## src/rtl/alu_stage_pkg.sv

```systemverilog
// Shared types and constants for the ALU result stage: instruction kinds,
// rstatus rewrite codes and the writeback entry carried by the skid buffer.
package alu_stage_pkg;

    localparam int unsigned ENTRY_DW = 32;
    localparam int unsigned ENTRY_RW = 5;

    typedef enum logic [2:0] {
        KIND_ADD  = 3'd0,
        KIND_SUB  = 3'd1,
        KIND_ADDI = 3'd2,
        KIND_ALU  = 3'd3,
        KIND_BNE  = 3'd4,
        KIND_BLT  = 3'd5,
        KIND_NOP  = 3'd6,
        KIND_RSVD = 3'd7
    } kind_e;

    localparam int unsigned RSTATUS_REG  = 30;
    localparam int unsigned RSTATUS_ADD  = 1;
    localparam int unsigned RSTATUS_ADDI = 2;
    localparam int unsigned RSTATUS_SUB  = 3;

    typedef struct packed {
        logic [ENTRY_DW-1:0] data;
        logic [ENTRY_RW-1:0] rd;
        logic                we;
    } entry_t;

endpackage

```

## src/rtl/alu_result_stage_if.sv

```systemverilog
// Bus bundle for alu_result_stage: upstream ALU/metadata inputs, writeback
// handshake and branch redirect. master = environment, slave = stage.
interface alu_result_stage_if
    import alu_stage_pkg::*;
#(
    parameter int unsigned DW = 32,
    parameter int unsigned RW = 5
);
    logic          in_valid;
    logic          in_ready;
    kind_e         in_kind;
    logic [RW-1:0] in_rd;
    logic [DW-1:0] in_target;
    logic [DW-1:0] alu_result;
    logic          alu_ne;
    logic          alu_lt;
    logic          alu_ovf;
    logic          out_valid;
    logic          out_ready;
    logic [DW-1:0] out_data;
    logic [RW-1:0] out_rd;
    logic          out_we;
    logic          branch_taken;
    logic [DW-1:0] branch_target;

    modport master (
        output in_valid, in_kind, in_rd, in_target, alu_result,
               alu_ne, alu_lt, alu_ovf, out_ready,
        input  in_ready, out_valid, out_data, out_rd, out_we,
               branch_taken, branch_target
    );

    modport slave (
        input  in_valid, in_kind, in_rd, in_target, alu_result,
               alu_ne, alu_lt, alu_ovf, out_ready,
        output in_ready, out_valid, out_data, out_rd, out_we,
               branch_taken, branch_target
    );
endinterface

```

## src/rtl/result_skid_fifo.sv

```systemverilog
// Two-entry valid/ready FIFO of writeback entries. Head and ready are
// registered so nothing on the push side reaches the pop side combinationally.
module result_skid_fifo
    import alu_stage_pkg::*;
(
    input  logic   clk,
    input  logic   rst_n,
    input  logic   push_valid,
    input  entry_t push_entry,
    output logic   push_ready,
    output logic   pop_valid,
    input  logic   pop_ready,
    output entry_t pop_entry
);

    logic [1:0] count_q, count_d;
    entry_t     head_q, head_d;
    entry_t     tail_q, tail_d;
    logic       ready_q, ready_d;
    logic       push, pop;

    always_comb begin
        push    = push_valid && ready_q;
        pop     = (count_q != 2'd0) && pop_ready;
        count_d = count_q;
        head_d  = head_q;
        tail_d  = tail_q;
        case (count_q)
            2'd0: begin
                if (push) begin
                    head_d  = push_entry;
                    count_d = 2'd1;
                end
            end
            2'd1: begin
                // push+pop at one entry: the new entry replaces the head directly
                if (push && pop) begin
                    head_d = push_entry;
                end else if (push) begin
                    tail_d  = push_entry;
                    count_d = 2'd2;
                end else if (pop) begin
                    count_d = 2'd0;
                end
            end
            2'd2: begin
                if (pop) begin
                    head_d  = tail_q;
                    count_d = 2'd1;
                end
            end
            default: count_d = 2'd0;
        endcase
        ready_d = (count_d != 2'd2);
    end

    always_ff @(posedge clk or negedge rst_n) begin
        if (!rst_n) begin
            count_q <= 2'd0;
            head_q  <= '0;
            tail_q  <= '0;
            ready_q <= 1'b0;
        end else begin
            count_q <= count_d;
            head_q  <= head_d;
            tail_q  <= tail_d;
            ready_q <= ready_d;
        end
    end

    assign push_ready = ready_q;
    assign pop_valid  = (count_q != 2'd0);
    assign pop_entry  = head_q;

endmodule

```

## src/rtl/alu_result_stage.sv

```systemverilog
// Execute-to-memory stage: resolves bne/blt, squashes the wrong-path slot and
// buffers writebacks. Build macro OVF_RSTATUS_EN enables the overflow rewrite.
module alu_result_stage
    import alu_stage_pkg::*;
#(
    parameter int unsigned DW = ENTRY_DW,
    parameter int unsigned RW = ENTRY_RW
) (
    input logic               clock,
    input logic               reset,
    alu_result_stage_if.slave stg
);

`ifdef OVF_RSTATUS_EN
    localparam bit OVF_EN = 1'b1;
`else
    localparam bit OVF_EN = 1'b0;
`endif

    logic          accept, is_arith, is_wb, taken;
    logic          push_valid, push_ready, pop_valid;
    logic [DW-1:0] wb_data;
    logic [RW-1:0] wb_rd;
    logic          wb_we;
    entry_t        push_entry, head;

    logic          squash_q, squash_d;
    logic          branch_taken_q, branch_taken_d;
    logic [DW-1:0] branch_target_q, branch_target_d;

    always_comb begin
        is_arith   = stg.in_kind inside {KIND_ADD, KIND_SUB, KIND_ADDI};
        is_wb      = is_arith || (stg.in_kind == KIND_ALU);
        // A squashed slot is still consumed: ready stays up, the entry is dropped
        accept     = stg.in_valid && push_ready && !squash_q;
        taken      = accept && stg.alu_ne &&
                     ((stg.in_kind == KIND_BNE) ||
                      ((stg.in_kind == KIND_BLT) && stg.alu_lt));
        push_valid = accept && is_wb;

        wb_data = stg.alu_result;
        wb_rd   = stg.in_rd;
        wb_we   = (stg.in_rd != '0);
        if (OVF_EN && is_arith && stg.alu_ovf) begin
            wb_rd = RW'(RSTATUS_REG);
            wb_we = 1'b1;
            case (stg.in_kind)
                KIND_ADD: wb_data = DW'(RSTATUS_ADD);
                KIND_SUB: wb_data = DW'(RSTATUS_SUB);
                default:  wb_data = DW'(RSTATUS_ADDI);
            endcase
        end
        push_entry = '{data: wb_data, rd: wb_rd, we: wb_we};

        squash_d        = taken;
        branch_taken_d  = taken;
        branch_target_d = taken ? stg.in_target : branch_target_q;
    end

    always_ff @(posedge clock or negedge reset) begin
        if (!reset) begin
            squash_q        <= 1'b0;
            branch_taken_q  <= 1'b0;
            branch_target_q <= '0;
        end else begin
            squash_q        <= squash_d;
            branch_taken_q  <= branch_taken_d;
            branch_target_q <= branch_target_d;
        end
    end

    result_skid_fifo u_fifo (
        .clk        (clock),
        .rst_n      (reset),
        .push_valid (push_valid),
        .push_entry (push_entry),
        .push_ready (push_ready),
        .pop_valid  (pop_valid),
        .pop_ready  (stg.out_ready),
        .pop_entry  (head)
    );

    assign stg.in_ready      = push_ready;
    assign stg.out_valid     = pop_valid;
    assign stg.out_data      = head.data;
    assign stg.out_rd        = head.rd;
    assign stg.out_we        = head.we;
    assign stg.branch_taken  = branch_taken_q;
    assign stg.branch_target = branch_target_q;

endmodule

```

## src/flat_wrapper.sv

```systemverilog
// flat-port wrapper written by rule: the top's interface ports become plain ports
module alu_result_stage_flat import alu_stage_pkg::*;
#(
    parameter int unsigned DW = ENTRY_DW,
    parameter int unsigned RW = ENTRY_RW
)
  (clock, reset, stg_in_valid, stg_in_kind, stg_in_rd, stg_in_target, stg_alu_result, stg_alu_ne, stg_alu_lt, stg_alu_ovf, stg_out_ready, stg_in_ready, stg_out_valid, stg_out_data, stg_out_rd, stg_out_we, stg_branch_taken, stg_branch_target);
  alu_result_stage_if #(.DW(DW), .RW(RW)) stg_i ();
  input logic clock;
  input logic reset;
  input wire logic [$bits(stg_i.in_valid)-1:0] stg_in_valid;
  input wire logic [$bits(stg_i.in_kind)-1:0] stg_in_kind;
  input wire logic [$bits(stg_i.in_rd)-1:0] stg_in_rd;
  input wire logic [$bits(stg_i.in_target)-1:0] stg_in_target;
  input wire logic [$bits(stg_i.alu_result)-1:0] stg_alu_result;
  input wire logic [$bits(stg_i.alu_ne)-1:0] stg_alu_ne;
  input wire logic [$bits(stg_i.alu_lt)-1:0] stg_alu_lt;
  input wire logic [$bits(stg_i.alu_ovf)-1:0] stg_alu_ovf;
  input wire logic [$bits(stg_i.out_ready)-1:0] stg_out_ready;
  output wire logic [$bits(stg_i.in_ready)-1:0] stg_in_ready;
  output wire logic [$bits(stg_i.out_valid)-1:0] stg_out_valid;
  output wire logic [$bits(stg_i.out_data)-1:0] stg_out_data;
  output wire logic [$bits(stg_i.out_rd)-1:0] stg_out_rd;
  output wire logic [$bits(stg_i.out_we)-1:0] stg_out_we;
  output wire logic [$bits(stg_i.branch_taken)-1:0] stg_branch_taken;
  output wire logic [$bits(stg_i.branch_target)-1:0] stg_branch_target;
  assign stg_i.in_valid = stg_in_valid;
  assign stg_i.in_kind = stg_in_kind;
  assign stg_i.in_rd = stg_in_rd;
  assign stg_i.in_target = stg_in_target;
  assign stg_i.alu_result = stg_alu_result;
  assign stg_i.alu_ne = stg_alu_ne;
  assign stg_i.alu_lt = stg_alu_lt;
  assign stg_i.alu_ovf = stg_alu_ovf;
  assign stg_i.out_ready = stg_out_ready;
  assign stg_in_ready = stg_i.in_ready;
  assign stg_out_valid = stg_i.out_valid;
  assign stg_out_data = stg_i.out_data;
  assign stg_out_rd = stg_i.out_rd;
  assign stg_out_we = stg_i.out_we;
  assign stg_branch_taken = stg_i.branch_taken;
  assign stg_branch_target = stg_i.branch_target;
  alu_result_stage #(.DW(DW), .RW(RW)) u_core (.clock(clock), .reset(reset), .stg(stg_i));
endmodule
```

## config.mk

```make
export PLATFORM = sky130hd
export DESIGN_NAME = alu_result_stage_flat
export DESIGN_NICKNAME = d
export VERILOG_FILES = /design/src/rtl/alu_stage_pkg.sv /design/src/rtl/alu_result_stage_if.sv /design/src/rtl/result_skid_fifo.sv /design/src/rtl/alu_result_stage.sv /design/src/flat_wrapper.sv
export SDC_FILE = /design/constraint.sdc
export NUM_CORES = 1
export LEC_CHECK = 0
export CAP_MARGIN = 20
export CORE_MARGIN = 1
export CORE_UTILIZATION = 50
export DETAILED_ROUTE_END_ITERATION = 8
export PLACE_DENSITY_LB_ADDON = 0.15
export REMOVE_ABC_BUFFERS = 1
export SLEW_MARGIN = 25
export SYNTH_ARGS = -nofsm -noshare
export SYNTH_HDL_FRONTEND = slang
export SYNTH_SLANG_ARGS = --single-unit
```

## constraint.sdc

```tcl
create_clock -name clock -period 2.9 [get_ports clock]
set_input_delay 0.435 -clock clock [delete_from_list [all_inputs] [get_ports clock]]
set_output_delay 0.435 -clock clock [all_outputs]
set_load 0.01 [all_outputs]
```

# ---- Word-level counts from Yosys, hierarchy flattened
# Index checks and enable logic that the tools add are counted.
dict set report op_classes {
  eq_ne 11
  mux 10
  bitwise 1
  reduce_logical 20
}
# cell n
set op_table {}
lappend op_table {{2-to-1 mux 38 bit} 3}
lappend op_table {{one-hot mux 38 bit (3 select lines)} 1}
lappend op_table {{2-to-1 mux 2 bit} 5}
lappend op_table {{logical AND 1 bit} 9}
lappend op_table {{!= test 2 bit, second input constant} 4}
lappend op_table {{== test 3 x 2 -> 1 bit, second input constant} 2}
lappend op_table {{== test 3 bit, second input constant} 2}
lappend op_table {{one-hot mux 2 bit (3 select lines)} 1}
lappend op_table {{nonzero test 3 bit} 2}
lappend op_table {{nonzero test 5 bit} 1}
lappend op_table {{AND reduction 4 bit} 1}
lappend op_table {{== test 3 x 1 -> 1 bit, second input constant} 1}
lappend op_table {{logical NOT 3 bit} 1}
lappend op_table {{AND reduction 3 bit} 1}
lappend op_table {{== test 2 x 1 -> 1 bit, second input constant} 1}
lappend op_table {{== test 2 bit, second input constant} 1}
lappend op_table {{logical NOT 2 bit} 1}
lappend op_table {{logical OR 1 bit} 2}
lappend op_table {{nonzero test 2 bit} 1}
lappend op_table {{logical NOT 1 bit} 1}
lappend op_table {{NOT 1 bit} 1}
dict set report totals {
  wordCells 52
  reg_bits 112
}

# ---- Logic depth before layout (Yosys ltp)
dict set report depth {
  depth_word 9
  mapped_depth 6
}

# ---- By module
# Synthesis repeated with hierarchy kept, for this count alone.
dict set report unflattened {
  hier_cells 304
  area_unflattened_um2 4650.7
}
# module instances area_per_inst_um2 cells_per_inst seq_area_each_um2
set modules_own_cells {}
lappend modules_own_cells {result_skid_fifo 1 3359.5 228 1976.9}
lappend modules_own_cells {alu_result_stage 1 1291.2 76 825.8}

# ---- Worst setup path after synthesis
# OpenSTA, ideal clock, no wires.
dict set report synth_path {
  path_kind {input port to flip-flop}
  from {input stg_in_kind[2]}
  to {register u_core.u_fifo.head_q (netlist bit u_core.u_fifo.pop_entry[19])}
  path_slack_ps 1112
  required_time_ps 2775
  t_arrival_ps 1664
  cell_stages 5
  setup_time_ps 125
  path_cell_list {nand4bb_1 a221oi_2 buf_4 buf_6 mux2_2}
}
dict set report synth_between {
  elab_chain_cells 8
  word_cells_on_any_way 12
  cone_classes {eq/ne: 5; reduce/logical: 7}
}
# element line_no
set synth_rtl {}
lappend synth_rtl {{start, declared} flat_wrapper.sv:12} ;# input wire logic [$bits(stg_i.in_kind)-1:0] stg_in_kind;
lappend synth_rtl {{== test 3 x 1 -> 1 bit (tied with other cells)} alu_result_stage.sv:32} ;# is_arith = stg.in_kind inside {KIND_ADD, KIND_SUB, KIND_ADDI};
lappend synth_rtl {{nonzero test 3 bit} alu_result_stage.sv:32}
lappend synth_rtl {{logical OR 1 bit *} alu_result_stage.sv:33} ;# is_wb = is_arith || (stg.in_kind == KIND_ALU);
lappend synth_rtl {{logical AND 1 bit *} alu_result_stage.sv:39} ;# push_valid = accept && is_wb;
lappend synth_rtl {{logical AND 1 bit *} result_skid_fifo.sv:23} ;# push = push_valid && ready_q;
lappend synth_rtl {{logical AND 1 bit} result_skid_fifo.sv:37} ;# if (push && pop) begin
lappend synth_rtl {{!= test 2 bit (no source line)} --}
lappend synth_rtl {{AND reduction 4 bit (no source line) *} --}
lappend synth_rtl {{end signal, assigned} result_skid_fifo.sv:60} ;# head_q <= '0;
lappend synth_rtl {{end signal, assigned} result_skid_fifo.sv:65} ;# head_q <= head_d;
lappend synth_rtl {{end, declared} result_skid_fifo.sv:17} ;# entry_t head_q, head_d;
# Every way passes the cells marked *; elsewhere a longest branch is shown, timed or not.
# A chain may end at the register's enable or synchronous reset.

# ---- Final worst setup path
dict set report layout_path {
  from {register u_core.u_fifo.count_q[1]}
  to {output stg_out_valid}
}
dict set report layout_between {
  elab_chain_cells 1
}
# element line_no
set layout_rtl {}
lappend layout_rtl {{start, declared} result_skid_fifo.sv:16} ;# logic [1:0] count_q, count_d;
lappend layout_rtl {{start signal, assigned} result_skid_fifo.sv:64} ;# count_q <= count_d;
lappend layout_rtl {{nonzero test 2 bit} result_skid_fifo.sv:72} ;# assign pop_valid = (count_q != 2'd0);
lappend layout_rtl {{end, declared} flat_wrapper.sv:21} ;# output wire logic [$bits(stg_i.out_valid)-1:0] stg_out_valid;
# No other way between the ends.

==> run summary <==
Power spread over the standard cell area amounts to 749 nW/um^2. Of the synthesized area, sequential elements account for between 50% and 60%. The number of global-route vias before repair is 3125. The number of filler cells placed in the layout came out at approximately 650. The register area came out at 2800 um^2. The remaining max-slew budget at the tightest pin came out at 61.2%. TritonCTS built the clock tree. Buffers inserted during clock tree synthesis total 9. At the pin with the least slew margin, the transition time is 0.582 ns. The post-CTS setup buffer count came out at 0. The number of iterations in the first detailed-routing pass came out at 4. After synthesis, the mean cell area works out to ~16 um^2.

In this run the clock root is driven by a clkbuf_8. The vertical extent of the die came out at between 90 and 100 um. Total power for the finished layout comes to 4.94 mW. The number of buffers inserted for hold repair after clock tree synthesis is 0. The worst setup path is of the flop to output pin kind. The area enclosed by the die boundary came out at 9930 um^2. The area of the core came out at 9240 um^2. The relative area change from synthesis to final layout is 38.4%. The global route total overflow came out at 0.

The final number of hold-violating endpoints is 0. The routed via count divided by cell count came out at ~5.1. The number of max-slew violations in the final report came out at 0. The wire-length estimate of the detail-placed layout is 6560 um. The initial antenna violation count came out at 0. The average detailed-routed wire length per instance is 16.1 um.

The worst path required time is 2.47 ns. In this run the critical register-to-register path is launched from u_core.u_fifo.count_q[1]. In the synthesized netlist, the number of instances is 297. The remaining antenna violation count came out at 0. After clock tree synthesis, the clock-pin slew on the worst setup and hold paths is about 0.10 ns.

The first-pass GRT wire length came out at 15600 um. The die is about 100 um wide. The global routing usage summed across all routing layers is between 20 and 25%. The total via count in the routed design came out at approximately 3000. The setup slack of the most critical reg-to-reg path came out at 0.86 ns.

The worst setup skew after layout came out at 0.0102 ns. STA classifies the critical path startpoint as a flop. The maximum fanout along the worst path is 9. After detailed routing, the total wire length is 9370 um. The largest buffer count on any clock path came out at 2. The final layout contains ~530 nets.

Row generation in the floorplan step produced 35 rows. The starting density of the core is 51.6%. The count of endpoints failing setup in the final report came out at 0. The detailed router's first-iteration violation count came out at 47. The finished cells cover ~6600 um^2. Counting cells, the worst reg-to-reg path comes to 4. The critical path arrival is 1.70 ns. The post-cts resize count came out at 0.

The worst hold path belongs to the class input pin to asynchronous set/reset pin. The summed negative setup slack over all endpoints came out at 0 ns. The largest net degree at the start of global routing came out at 46. Clock latency on the worst-skew pair, taken at its later pin, is 0.36 ns.

The placer congestion estimate came out at 0.707. Across the run, the number of max-cap violations was 0. The area of the mapped netlist came out at 4770 um^2. The ratio of cells with drive above 1 in the final layout is 34.4%.

Across the VDD grid, the largest voltage drop is roughly 430 uV. The number of antenna repair diodes is 0. The worst register-to-register path ends at u_core.u_fifo.pop_entry[26]. In the routed design, unresolved DRC markers number 0. For this design the top-level I/O count stands at between 150 and 200. The number of H-tree branching levels came out at 3. The leakage power came out at about 2.7 nW. The number of sinks handled by clock tree synthesis is 112. The clock period minus worst slack is around 2.1 ns. The synthesized design contains approximately 110 register bits. The final critical-path share of the clock period is between 70% and 80%. The area of the multi-input gates is approximately 1900 um^2. The cell area reported after detailed placement came out at approximately 6400 um^2. The unique cell type count in the Yosys netlist is 26. The run finished with clean final reports. The count of buffers added on input and output ports is 150. Setup repair after global routing left no endpoint under its margin. The total of warnings raised by yosys is 0. STA classifies the critical path endpoint as an output pin. The top achievable clock speed is 0.469 GHz.
## synth_stat cells (all sizes together)
cell	n	area, um^2
nor2	1	3.75
nor3	1	5.00
nor2b	1	6.26
dfrtp	112	2800
a2111oi	1	27.5
mux2	145	1630
nor4bb	1	10.0
nand3b	2	15.0
buf	16	134
a21oi	1	5.00
a221oi	1	15.0
nor3b	2	20.0
inv	1	3.75
and2b	1	7.51
or2	1	6.26
a21o	1	7.51
mux2i	2	20.0
a31oi	1	6.26
nand2b	2	12.5
o22ai	1	6.26
nand2	2	7.51
nand4bb	1	11.3
## worst max-delay path, stage by stage (launching register included)
cell and delay (ns):
dfrtp_1 0.52, or2_2 0.35, clkdlybuf4s50_1 0.48
## logic make-up after synthesis
family	share of synthesized area [%]
AOI/OAI and AO/OA	1.42
buffers and inverters	2.89
DFF	58.8
muxes	34.7
and+or+nand+nor	2.21
## where the power goes
group          leakage [nW]  switching [mW]  internal (mW)
registers              1.34           0.273           2.11
logic                  1.24           0.559           1.09
clock network        0.0929           0.504          0.403
## layout by cell type (no fill, tap or decap), types with 2 or more instances in the layout
cell type / n
clkinvlp_4: 2
nand2b_1: 2
buf_12: 3
nand2_1: 2
buf_4: 4
nand3b_1: 2
clkbuf_8: 9
mux2i_1: 2
dfrtp_1: 112
mux2_1: 16
mux2_2: 129
clkdlybuf4s50_1: 149
## worst max path at each step
| stage | from | end | slack (ns) | cells past startpoint |
|---|---|---|---|---|
| 2_1_floorplan | stg_in_kind[2] | u_core.u_fifo.pop_entry[0] | -0.15 | 3 |
| 3_3_place_gp | stg_in_kind[2] | u_core.u_fifo.pop_entry[10] | 0.49 | 5 |
| 3_5_place_dp | stg_in_kind[2] | u_core.u_fifo.pop_entry[33] | 0.43 | 5 |
| 4_1_cts | u_core.u_fifo.count_q[1] | stg_out_valid | 0.75 | 2 |
| 5_1_grt | u_core.u_fifo.count_q[1] | stg_out_valid | 0.70 | 2 |
| 6_report | u_core.u_fifo.count_q[1] | stg_out_valid | 0.77 | 2 |
## flip-flops by register name, summed over array words and instances, names as in the netlist
name,count
u_core.u_fifo.count_q,2
u_core.u_fifo.tail_q,38
u_core.stg.branch_target,32
u_core.u_fifo.push_ready,1
u_core.u_fifo.pop_entry,38
u_core.squash_q,1
## final cells by class
class                   instances  area share [%]
repair buffers                156            24.0
clock buffers                  10            1.94
flip-flops and latches        112            42.5
inverters                       1          0.0569
well taps                     129            2.45
multi-input cells             168            28.1
clock inverters                 6            1.02
## routing by layer
metal	track usage (%)	vias to the layer above	part of all wire [%]
met4	6.79	0	1.5
met3	6.11	14	5.0
met1	25.0	1487	41
li1	-	1365	-
met5	0	-	0
met2	34.7	76	53
## through the flow
stage	cells	setup WS, ns	hold WS (ns)	util (%)
5_1_grt	582	0.697	0.0931	71.4
4_1_cts	582	0.749	0.0658	71.4
3_5_place_dp	566	0.431	0.473	69.3
2_1_floorplan	281	-0.148	0.139	-
6_report	582	0.769	0.0671	71.4
3_3_place_gp	566	0.486	0.463	69.3
Note: power is estimated with default switching activity, not from simulation.
